**src/rtl/clock_pkg.sv**
```systemverilog
// Shared definitions for the clock monitor.
//   mon_state_t     : monitor FSM states (idle, armed, measuring, lost)
//   DefaultCntW     : default period counter width
//   DefaultTimeout  : default loss-of-clock timeout in clk cycles
package clock_pkg;

    typedef enum logic [1:0] {
        StIdle,
        StArm,
        StMeasure,
        StLost
    } mon_state_t;

    localparam int unsigned DefaultCntW    = 16;
    localparam int unsigned DefaultTimeout = 1000;

endpackage

```
**src/rtl/sync_edge_det.sv**
```systemverilog
// Multi-flop synchronizer followed by a rising-edge detector.
//   clk    : destination clock
//   rst_n  : asynchronous active-low reset (all flops cleared)
//   din    : asynchronous input
//   rise   : high for one clk cycle when the synchronized input goes 0 -> 1
//            (combinational from the last sync flop and the history flop)
module sync_edge_det #(
    parameter int unsigned STAGES = 2
) (
    input  logic clk,
    input  logic rst_n,
    input  logic din,
    output logic rise
);

    logic [STAGES-1:0] sync_q;
    logic              hist_q;

    always_ff @(posedge clk or negedge rst_n) begin
        if (!rst_n) begin
            sync_q <= '0;
            hist_q <= 1'b0;
        end else begin
            sync_q <= {sync_q[STAGES-2:0], din};
            hist_q <= sync_q[STAGES-1];
        end
    end

    assign rise = sync_q[STAGES-1] & ~hist_q;

endmodule

```
**src/rtl/clock_monitor.sv**
```systemverilog
// Monitors an asynchronous clock in the clk domain: measures its period in
// clk cycles, and reports lock, loss-of-clock and out-of-range status.
//   clk, rst_n     : system clock, asynchronous active-low reset
//   en             : monitor enable; low forces the FSM to idle
//   mon_clk        : monitored clock, asynchronous to clk
//   min_period     : lowest acceptable period (inclusive), quasi-static
//   max_period     : highest acceptable period (inclusive), quasi-static
//   period         : most recent measured period
//   period_valid   : one-cycle pulse when period updates
//   edge_pulse     : one-cycle pulse per detected mon_clk rising edge
//   locked         : LOCK_COUNT consecutive in-range periods seen
//   clk_lost       : no edge seen for TIMEOUT cycles
//   out_of_range   : last measured period outside [min_period, max_period]
module clock_monitor
    import clock_pkg::*;
#(
    parameter int unsigned SYNC_STAGES = 2,
    parameter int unsigned CNT_W       = DefaultCntW,
    parameter int unsigned TIMEOUT     = DefaultTimeout,
    parameter int unsigned LOCK_COUNT  = 4
) (
    input  logic             clk,
    input  logic             rst_n,
    input  logic             en,
    input  logic             mon_clk,
    input  logic [CNT_W-1:0] min_period,
    input  logic [CNT_W-1:0] max_period,
    output logic [CNT_W-1:0] period,
    output logic             period_valid,
    output logic             edge_pulse,
    output logic             locked,
    output logic             clk_lost,
    output logic             out_of_range
);

    localparam int unsigned      GoodW      = $clog2(LOCK_COUNT + 1);
    localparam logic [CNT_W-1:0] CntMax     = '1;
    localparam logic [CNT_W-1:0] CntOne     = CNT_W'(1);
    localparam logic [CNT_W-1:0] TimeoutVal = CNT_W'(TIMEOUT);
    localparam logic [GoodW-1:0] LockVal    = GoodW'(LOCK_COUNT);

    mon_state_t       state_q;
    logic [CNT_W-1:0] cnt_q;
    logic [GoodW-1:0] good_q;

    logic             rise;
    logic             in_range;
    logic             timeout;
    logic [CNT_W-1:0] cnt_inc;
    logic [GoodW-1:0] good_inc;

    sync_edge_det #(
        .STAGES (SYNC_STAGES)
    ) u_sync_edge_det (
        .clk   (clk),
        .rst_n (rst_n),
        .din   (mon_clk),
        .rise  (rise)
    );

    // min_period > max_period makes this false for every count
    assign in_range = (cnt_q >= min_period) && (cnt_q <= max_period);
    assign timeout  = (cnt_q >= TimeoutVal);
    assign cnt_inc  = (cnt_q == CntMax) ? cnt_q : cnt_q + 1'b1;
    assign good_inc = (good_q == LockVal) ? good_q : good_q + 1'b1;

    always_ff @(posedge clk or negedge rst_n) begin
        if (!rst_n) begin
            state_q      <= StIdle;
            cnt_q        <= '0;
            good_q       <= '0;
            period       <= '0;
            period_valid <= 1'b0;
            edge_pulse   <= 1'b0;
            locked       <= 1'b0;
            clk_lost     <= 1'b0;
            out_of_range <= 1'b0;
        end else begin
            period_valid <= 1'b0;
            edge_pulse   <= rise;
            if (!en) begin
                // Disable wins over any edge or timeout this cycle
                state_q      <= StIdle;
                cnt_q        <= '0;
                good_q       <= '0;
                locked       <= 1'b0;
                clk_lost     <= 1'b0;
                out_of_range <= 1'b0;
            end else begin
                unique case (state_q)
                    StIdle: begin
                        state_q <= StArm;
                        cnt_q   <= '0;
                    end
                    StArm: begin
                        // First edge only starts the count; nothing to measure yet
                        if (rise) begin
                            state_q <= StMeasure;
                            cnt_q   <= CntOne;
                        end else if (timeout) begin
                            state_q  <= StLost;
                            cnt_q    <= cnt_inc;
                            clk_lost <= 1'b1;
                            locked   <= 1'b0;
                            good_q   <= '0;
                        end else begin
                            cnt_q <= cnt_inc;
                        end
                    end
                    StMeasure: begin
                        if (rise) begin
                            period       <= cnt_q;
                            period_valid <= 1'b1;
                            cnt_q        <= CntOne;
                            if (in_range) begin
                                out_of_range <= 1'b0;
                                good_q       <= good_inc;
                                locked       <= (good_inc == LockVal);
                            end else begin
                                out_of_range <= 1'b1;
                                good_q       <= '0;
                                locked       <= 1'b0;
                            end
                        end else if (timeout) begin
                            state_q  <= StLost;
                            cnt_q    <= cnt_inc;
                            clk_lost <= 1'b1;
                            locked   <= 1'b0;
                            good_q   <= '0;
                        end else begin
                            cnt_q <= cnt_inc;
                        end
                    end
                    StLost: begin
                        // Recovery edge restarts the count but yields no period
                        if (rise) begin
                            state_q  <= StMeasure;
                            cnt_q    <= CntOne;
                            clk_lost <= 1'b0;
                        end else begin
                            cnt_q <= cnt_inc;
                        end
                    end
                    default: state_q <= StIdle;
                endcase
            end
        end
    end

endmodule

```
**config.mk**
```make
export PLATFORM = sky130hd
export DESIGN_NAME = clock_monitor
export DESIGN_NICKNAME = d
export VERILOG_FILES = /design/src/rtl/clock_pkg.sv /design/src/rtl/sync_edge_det.sv /design/src/rtl/clock_monitor.sv
export SDC_FILE = /design/constraint.sdc
export NUM_CORES = 1
export LEC_CHECK = 0
export BUFFER_PORTS_ARGS = -buffer_cell sky130_fd_sc_hd__buf_2
export CAP_MARGIN = 10
export CORE_ASPECT_RATIO = 0.9
export CORE_MARGIN = 5
export CORE_UTILIZATION = 45
export CTS_BUF_LIST = sky130_fd_sc_hd__clkbuf_8
export CTS_CLUSTER_DIAMETER = 60
export CTS_CLUSTER_SIZE = 24
export DETAILED_ROUTE_END_ITERATION = 6
export HOLD_SLACK_MARGIN = 0.05
export PLACE_DENSITY_LB_ADDON = 0.1
export SYNTH_ARGS = -nofsm -noshare
export SYNTH_HDL_FRONTEND = slang
export SYNTH_SLANG_ARGS = --single-unit
```
**constraint.sdc**
```tcl
create_clock -name clk -period 2.95 [get_ports clk]
set_clock_uncertainty 0.2 [all_clocks]
set_input_delay 0.295 -clock clk [delete_from_list [all_inputs] [get_ports clk]]
set_output_delay 0.295 -clock clk [all_outputs]
set_load 0.02 [all_outputs]
```
==> out/metrics.cfg <==
[run_status]
status=finished, final reports clean

[critical_path]
required_ns=2.94
start_kind=register
crit_arrival_ns=2.56
path_class=reg -> reg
crit_fanout=5
r2r_end=good_q[1]
r2r_cells=8
r2r_setup_slack_ns=0.39
endpoint_kind=register
crit_end=good_q[1]
crit_start=cnt_q[0]
rr_startpoint=cnt_q[0]

[cells_and_area]
num_antenna_cells=0
mostFrequentLayoutCells=buf_2 (56), dfrtp_1 (45), inv_1 (40), ha_1 (40), nor2_1 (23)
area_delta_synth_final_pct=18.7
final_common_cell=buf_2
fin_area_mm2=0.00350
nets=444
final_layout_size_suffix_gt1_frac=0.238
final_core_util=0.540

[synth]
synth-edff-count=0
synth_seq_cells=45
yosys_warnings=0
synth-main-ff-cell=dfrtp_1
yosysUniqueCellTypes=53
netlist_instances=304
netlist_area_mm2=0.00295
avgSynthCellArea_um2=9.70
synthArstFlopShare=1.00
synth_fp_nets=380
ys_seq_area_frac=0.382

[detailed_routing]
vias=2299
avgRoutedWirePerCell_um=13.9
drc_errors=0
wl_um=6400
dr.pass1.iters=4
via_per_inst=5.01
ant_nets=0
drtIter0Drc=59

[timing]
min_period_ns=2.56
setup_tns_ns=0
clock.fmax_mhz=390
rsz0062_at_grt=false
report.final.slew_viol_count=0
relSlewSlack=0.345
hold_viol=0
setup_viol=0
worst_pin_slew_ns=0.983
post-route-period-util=0.869

[pwr]
finalPower_uw=1300
power_density_mw_per_mm2=370
p_sw_uw=283
cellLeakagePower_uw=0.00187
seqPwrFrac=0.485
ir_worst_vdd_mv=0.259
p_int_uw=1010
clkPwrFrac=0.418
sw_frac_of_total=0.218
combPwrFrac=0.097

[placement]
post-dp-hpwl_um=4900
dpl_cell_area_mm2=0.00335
io_buffers=56
globalplace.congestion=0.819

[clock_network]
cts_root_buffer=clkbuf_8
h-tree-depth=2
clk_latency_ns=0.30
holdBufCountCts=2
clk_transition_reported_paths_ns=0.08
cts_setup_buffers=0
cts_resized=0
tritoncts=built
clock_path_buffers=2
cts_num_sinks=45
numCtsBuffers=5

[hold_path]
hold_path_class=in -> reg

[global_routing]
grt-ovfl-total=0
grt_pass1_wl_um=11100
grt_use_total=0.170
antenna_found_initial=0
grt_max_degree=46
grt_pass1_vias=2285

[die]
initial_utilization=0.455
std_cell_rows=28
pin_count=57
dieArea_mm2=0.00827
core_area_mm2=0.00648
die_height_um=86.8
die_w_um=95.3

[run]
max_cap_violations=0

worst max-delay path, cell delays in order (launching register included):
cell      delay, ns
dfrtp_1        0.44
inv_1          0.13
ha_1           0.29
nand2b_4       0.13
a2111o_1       0.42
a311oi_2       0.29
nand2_1        0.12
and4b_4        0.23
a22o_1         0.22
synthesized netlist by cell type (2+ instances only):
| cell type | count | area (um^2) |
|---|---|---|
| dfrtp_1 | 45 | 1130 |
| ha_1 | 40 | 500 |
| inv_1 | 40 | 150 |
| nor2_1 | 23 | 86.3 |
| nand2_1 | 21 | 78.8 |
| a21oi_1 | 20 | 100 |
| nand3_1 | 10 | 50.1 |
| nand4_1 | 9 | 56.3 |
| o21ai_0 | 9 | 45.0 |
| mux2_2 | 8 | 90.1 |
| xor2_1 | 8 | 70.1 |
| mux2_1 | 6 | 67.6 |
| o21ai_1 | 5 | 25.0 |
| a22o_1 | 4 | 35.0 |
| nand2b_1 | 4 | 25.0 |
| a21boi_0 | 3 | 22.5 |
| and3_1 | 3 | 18.8 |
| xnor2_1 | 3 | 26.3 |
| a211oi_1 | 2 | 15.0 |
| a221oi_1 | 2 | 17.5 |
| and4_1 | 2 | 17.5 |
| buf_2 | 2 | 10.0 |
| clkbuf_1 | 2 | 7.51 |
| nor2b_1 | 2 | 12.5 |
| nor3_1 | 2 | 10.0 |
| o31ai_1 | 2 | 15.0 |
metal layers:
metal	wire length (um)	vias to the layer above	global-route usage	share of wire
li1	-	1191	-	-
met1	3330	1050	0.257	0.52
met2	2710	47	0.252	0.42
met3	254	11	0.0243	0.040
met4	107	0	0.0472	0.017
met5	0	-	0	0
power by group through the flow:
stage | Sequential [uW] | Combinational (uW) | Clock, uW
after floorplan | 641 | 71.3 | 0
after global placement | 640 | 124 | 0
after detailed placement | 641 | 125 | 0
after CTS | 629 | 128 | 557
after global routing | 630 | 146 | 580
final | 629 | 126 | 541
cell type report:
type | instances | area (um^2)
Sequential cell | 45 | 1130
Clock buffer | 5 | 68.8
Multi-Input combinational cell | 214 | 1650
Timing Repair Buffer | 61 | 323
Clock inverter | 3 | 65.1
Fill cell | 619 | 2980
Tap cell | 90 | 113
Inverter | 41 | 154
worst min path at each step:
stage,startpoint,endpoint,slack [ns],depth (start not counted)
after floorplan,rst_n,clk_lost,-0.20,0
final,en,out_of_range,0.12,3
after global routing,en,state_q[0],0.13,3
after CTS,en,out_of_range,0.12,3
after global placement,u_sync_edge_det.sync_q[0],u_sync_edge_det.sync_q[1],0.14,0
after detailed placement,u_sync_edge_det.sync_q[0],u_sync_edge_det.sync_q[1],0.13,0
cell families after synthesis:
group	count (synthesis)	synth area share
AO/OA/AOI/OAI	58	0.132
XOR/XNOR	11	0.0327
adder cells (fa/ha/maj)	40	0.170
buffers and inverters	45	0.0581
flip-flops	45	0.382
multiplexers	15	0.0569
AND/OR/NAND/NOR	90	0.169
flip-flops by register name, summed over array words and instances, names as in the netlist, 2 cells and up:
name                    flops
cnt_q                      16
state_q                     2
u_sync_edge_det.sync_q      2
period                     16
good_q                      3
metrics by stage:
| step | hold WS [ns] | worst slack, ns | std cells |
|---|---|---|---|
| 2_1_floorplan | -0.201 | 0.581 | 304 |
| 3_3_place_gp | 0.138 | 0.458 | 449 |
| 3_5_place_dp | 0.135 | 0.391 | 449 |
| 4_1_cts | 0.118 | 0.367 | 459 |
| 5_1_grt | 0.127 | 0.180 | 459 |
| 6_report | 0.124 | 0.387 | 459 |
Note: power is estimated with default switching activity, not from simulation.
